### src/rtl/controle_envase.sv
// controle_envase: bottling line sequencer (conveyor, filler, capper, dozen count, box change)
// Parameters: TEMPO_VEDACAO capper hold cycles, TEMPO_ENCHER_MAX fill timeout cycles.
// Inputs:  CLOCK, RESET (sync, active high), START, STOP, SENSOR_GARRAFA, NIVEL_OK,
//          CAIXA_PRONTA, ACK_ERRO.
// Outputs: MOTOR, VALVULA, VEDADOR, CONTA_EN, TROCA_CAIXA, ERRO, COD_ERRO[1:0],
//          GARRAFAS[3:0], ESTADO[2:0].
// Macro CONTROLE_TIMEOUT_EN enables the fill timeout fault (COD_ERRO=1).
module controle_envase #(
    parameter int TEMPO_VEDACAO    = 8,
    parameter int TEMPO_ENCHER_MAX = 200
) (
    input  logic       CLOCK,
    input  logic       RESET,
    input  logic       START,
    input  logic       STOP,
    input  logic       SENSOR_GARRAFA,
    input  logic       NIVEL_OK,
    input  logic       CAIXA_PRONTA,
    input  logic       ACK_ERRO,
    output logic       MOTOR,
    output logic       VALVULA,
    output logic       VEDADOR,
    output logic       CONTA_EN,
    output logic       TROCA_CAIXA,
    output logic       ERRO,
    output logic [1:0] COD_ERRO,
    output logic [3:0] GARRAFAS,
    output logic [2:0] ESTADO
);
    typedef enum logic [2:0] {
        PARADO, ESTEIRA, ENCHENDO, VEDANDO, CONTANDO, SAIDA, TROCA, FALHA
    } estado_t;
`ifdef CONTROLE_TIMEOUT_EN
    localparam bit TIMEOUT_EN = 1'b1;
`else
    localparam bit TIMEOUT_EN = 1'b0;
`endif
    localparam logic [7:0] FIM_VED = 8'(TEMPO_VEDACAO - 1);
    localparam logic [7:0] FIM_ENC = 8'(TEMPO_ENCHER_MAX - 1);
    estado_t estado, prox;
    logic [7:0] timer;
    logic stop_pend;
    logic [1:0] cod_prox;
    always_comb begin
        prox = estado;
        cod_prox = COD_ERRO;
        case (estado)
            PARADO:   if (START && !STOP) prox = ESTEIRA;
            ESTEIRA:  prox = STOP ? PARADO : SENSOR_GARRAFA ? ENCHENDO : ESTEIRA;
            ENCHENDO: begin
                if (!SENSOR_GARRAFA) begin
                    prox = FALHA;
                    cod_prox = 2'd2;
                end else if (TIMEOUT_EN && timer == FIM_ENC && !NIVEL_OK) begin
                    prox = FALHA;
                    cod_prox = 2'd1;
                end else if (STOP) prox = PARADO;
                else if (NIVEL_OK) prox = VEDANDO;
            end
            VEDANDO: begin
                if (!SENSOR_GARRAFA) begin
                    prox = FALHA;
                    cod_prox = 2'd2;
                end else if (STOP) prox = PARADO;
                else if (timer == FIM_VED) prox = CONTANDO;
            end
            CONTANDO: prox = (GARRAFAS == 4'd11) ? TROCA : SAIDA;
            TROCA:    if (CAIXA_PRONTA) prox = SAIDA;
            // the counted bottle must clear the sensor before any stop takes effect
            SAIDA:    if (!SENSOR_GARRAFA) prox = (stop_pend || STOP) ? PARADO : ESTEIRA;
            FALHA: begin
                if (ACK_ERRO) begin
                    prox = PARADO;
                    cod_prox = 2'd0;
                end
            end
            default:  prox = PARADO;
        endcase
    end
    always_ff @(posedge CLOCK) begin
        if (RESET) begin
            estado    <= PARADO;
            timer     <= '0;
            stop_pend <= 1'b0;
            COD_ERRO  <= 2'd0;
            GARRAFAS  <= 4'd0;
        end else begin
            estado    <= prox;
            COD_ERRO  <= cod_prox;
            timer     <= (prox != estado) ? 8'd0 : timer + 8'd1;
            stop_pend <= (prox == PARADO) ? 1'b0
                       : (STOP && estado inside {CONTANDO, SAIDA, TROCA}) ? 1'b1 : stop_pend;
            if (estado == CONTANDO) GARRAFAS <= (GARRAFAS == 4'd11) ? 4'd0 : GARRAFAS + 4'd1;
        end
    end
    assign MOTOR       = estado inside {ESTEIRA, SAIDA};
    assign VALVULA     = estado == ENCHENDO;
    assign VEDADOR     = estado == VEDANDO;
    assign CONTA_EN    = estado == CONTANDO;
    assign TROCA_CAIXA = estado == TROCA;
    assign ERRO        = estado == FALHA;
    assign ESTADO      = estado;
endmodule

### config.mk
export PLATFORM = sky130hd
export DESIGN_NAME = controle_envase
export DESIGN_NICKNAME = d
export VERILOG_FILES = /design/src/rtl/controle_envase.sv
export SDC_FILE = /design/constraint.sdc
export NUM_CORES = 1
export LEC_CHECK = 0
export ABC_CLOCK_PERIOD_IN_PS = 2600
export CORE_MARGIN = 2
export CORE_UTILIZATION = 49
export CTS_CLUSTER_SIZE = 8
export DETAILED_ROUTE_END_ITERATION = 10
export PLACE_DENSITY = 0.77
export SLEW_MARGIN = 20
export SYNTH_ARGS = -nofsm -noshare
export SYNTH_HDL_FRONTEND = slang
export SYNTH_SLANG_ARGS = --single-unit
### constraint.sdc
create_clock -name CLOCK -period 2.6 [get_ports CLOCK]
set_clock_uncertainty 0.05 [all_clocks]
set_input_delay 0.39 -clock CLOCK [delete_from_list [all_inputs] [get_ports CLOCK]]
set_output_delay 0.39 -clock CLOCK [all_outputs]
set_load 0.03 [all_outputs]
==> metrics.md <==
| Metric | Value |
|---|---|
| Async SR Flop Fraction | `0%` |
| Wire length per cell | `13.7 um` |
| Max_cap viols | `0` |
| Die Y | `50.3 um` |
| DP Worst Slack | `-23.7 ps` |
| Fmax | `~430 MHz` |
| Post-layout total power | `586 uW` |
| CP max stage cell | `clkdlybuf4s50_1` |
| Worst Hold End | `COD_ERRO[1]` |
| Reg2reg setup slack | `300 ps` |
| Total die area | `approximately 2500 um2` |
| Sw frac | `roughly a third` |
| Final wirelength | `about 2300 um` |
| Via count | `1005` |
| Pin count of the biggest net entering global routing | `19` |
| HPWL Detailed | `1750 um` |
| Core area | `1980 um2` |
| Commonest non-fill, non-tap cell in the layout | `clkdlybuf4s50_1` |
| Worst-margin pin slew | `between 500 and 600 ps` |
| Final WS setup | `264 ps` |
| Post-layout nets | `154` |
| Setup_tns | `0 ps` |
| CP bufs+invs | `2` |
| GRT Overall Usage | `19.8%` |
| Sw power | `around 180 uW` |
| Cell-internal power | `401 uW` |
| GP Congestion | `0.908` |
| Global-route wire length before repair | `3860 um` |
| Avg Cell Area, Syn | `8.74 um2` |
| Netlist Area Pre-Place | `roughly 1000 um2` |
| Final Cycle Share | `about nine tenths` |
| R2R depth | `5` |
| # H-tree levels | `1` |
| Max-slew headroom | `60.7%` |
| Crit path largest cell delay | `between 600 and 700 ps` |
| Sequential power share | `48.3%` |
| Crit path arrival time | `1900 ps` |
| Most frequent cells in the layout | `21 x clkdlybuf4s50_1, 17 x dfxtp_1, 9 x nor2_1, 9 x nand2_1, 8 x a2111oi_1` |
| Leak | `0.474 nW` |
| Cell count after synthesis | `between 100 and 150` |
| Total grt overflow | `0` |
| Drt via density | `between 5 and 6` |
| Synth area leader | `dfxtp_1` |
| Crit path capture type | `output pin` |
| Synth area leaders | `dfxtp_1 32%, a2111oi_1 7.6%, xor2_1 4.2%` |
| Root Driver | `clkbuf_4` |
| Primary flip-flop cell chosen by synthesis mapping | `dfxtp_1` |
| Worst-case vdd ir drop | `0.000386 V` |
| Worst endpoint required time | `2160 ps` |
| Antenna violations before repair | `0` |
| Worst Hold Launch | `COD_ERRO[1]` |
| Post-synth net total | `130` |
| Synth top area share | `around a third` |
| Routed Antenna Nets | `0` |
| Final-report max-slew violation count | `0` |
| Cell variety after synth | `49` |
| Layout cells sized above 1 | `10.5%` |
| Final setup fails | `0` |
| CP Max Fanout | `4` |
| Initial Utilization | `52.9%` |
| Vias in the first global route | `869` |
| CTS Buffer Depth | `2` |
| Comb pwr share | `27.6%` |
| Clock power share | `24.1%` |
| Final hold viol count | `0` |
| Hold path depth | `2` |
| Worst setup SP type | `flop` |
| CTS tree | `done` |
| Port Buffers | `21` |
| Minimum clock period | `~2300 ps` |
| Final core utilization | `66.8%` |
| Reg clk slew, reported paths | `100 ps` |
| # diodes | `0` |
| Clock Latency Late Sink | `290 ps` |
| Outcome | `finished, final reports clean` |
| Clock Sinks | `17` |
| Power Dens Cells | `443 nW/um2` |
| Crit Path Category | `reg -> out` |
| Ys Warns | `0` |
| Worst r2r src | `ESTADO[1]` |
| CP Cell Sequence | `or3b_1 > inv_2 > clkdlybuf4s50_1` |
| RSZ-0062 raised after global routing | `no` |
| DRT iter0 DRCs | `23` |
| Number of setup buffers added after CTS | `0` |
| I/O Pins | `23` |
| Syn-to-layout area delta | `26.3%` |
| Hold crit path type | `reg -> reg` |
| Top delay family on crit path | `buffers and inverters` |
| CTS buffer count | `3` |
| FF-to-FF End | `timer[5]` |
| First-pass iteration count of the detailed router | `4` |
| Flops & latches, synth | `17` |
| Core Rows | `16` |
| Post-synth EDFFs | `0` |
| Die width | `50.3 um` |
| Drc violations | `0` |
| Seq/Total Area, Yosys | `32.5%` |
==> power by group through the flow <==
stage	sequential (mW)	combinational [mW]	clock, mW
finish	0.283	0.162	0.141
global route	0.285	0.177	0.158
CTS	0.283	0.161	0.146
detailed placement	0.289	0.162	0
global placement	0.289	0.157	0
floorplan	0.301	0.0919	0
==> flip-flops by register name, indices dropped and copies added (netlist names) <==
name and count:
timer 8, stop_pend 1, COD_ERRO 1, GARRAFAS 4, ESTADO 3
==> worst reg2reg max path, cell delays in order, from the launching register on <==
cell and delay (ps):
dfxtp_1 450, buf_4 210, or3b_2 450, o211ai_1 140, mux2_2 450, a2111oi_1 430
==> layer usage <==
| layer | global-route usage (%) | vias up | part of all wire (%) |
|---|---|---|---|
| met3 | 5.36 | 2 | 4.9 |
| met4 | 4.17 | 0 | 0.52 |
| li1 | - | 501 | - |
| met1 | 25.0 | 479 | 44 |
| met5 | 0 | - | 0 |
| met2 | 33.3 | 23 | 51 |
==> area by class of cell <==
class	instances	area [um2]
repair buffers	27	255
multi-input cells	92	657
inverters	3	11.3
flip-flops and latches	17	340
clock buffers	4	26.3
fillers	181	658
well taps	27	33.8
==> how the worst max path moves through the flow <==
stage / end / slack (ps) / cells past startpoint / start
floorplan: timer[0] / 290 / 6 / ESTADO[2]
global placement: timer[4] / 100 / 5 / STOP
detailed placement: timer[5] / -20 / 5 / SENSOR_GARRAFA
CTS: timer[5] / 130 / 5 / timer[0]
global route: CONTA_EN / 190 / 3 / ESTADO[2]
finish: CONTA_EN / 260 / 3 / ESTADO[2]
==> cell usage after synthesis (2+ instances only) <==
| master | instances |
|---|---|
| nor3_1 | 3 |
| a211oi_1 | 2 |
| o21ai_0 | 3 |
| inv_1 | 2 |
| or3b_1 | 2 |
| mux2_2 | 2 |
| a2111oi_1 | 8 |
| nor3b_1 | 3 |
| nand2_1 | 9 |
| nor2_1 | 9 |
| buf_2 | 3 |
| mux2i_1 | 3 |
| nand4_1 | 2 |
| dfxtp_1 | 17 |
| ha_1 | 2 |
| xor2_1 | 5 |
| and3_1 | 3 |
| nand3_1 | 4 |
| a21oi_1 | 5 |
| and3b_1 | 2 |
| clkbuf_1 | 3 |
==> what timing repair did <==
item | in CTS | in global routing
setup endpoints to repair | 0 | 8
hold buffers | 0 | 0
resized for setup | 0 | 1
==> metrics by stage <==
step / std cells / hold slack, ps / cell area (um2)
floorplan: 120 / 419 / 1050
global placement: 166 / 424 / 1290
detailed placement: 166 / 443 / 1290
CTS: 170 / 464 / 1320
global route: 170 / 492 / 1320
finish: 170 / 457 / 1320
==> cell families (layout without fill, tap and decap cells) <==
| family | Yosys count | in the layout | share of synthesized area, % |
|---|---|---|---|
| AOI/OAI and AO/OA | 28 | 28 | 20.5 |
| other | 1 | 1 | 0.358 |
| adders and majority gates | 2 | 2 | 2.39 |
| and+or+nand+nor | 50 | 50 | 28.9 |
| xor gates and xnor gates | 6 | 6 | 5.01 |
| DFF | 17 | 17 | 32.5 |
| buffers and inverters | 11 | 34 | 5.37 |
| muxes | 5 | 5 | 5.01 |
(Power assumes the default switching activity.)
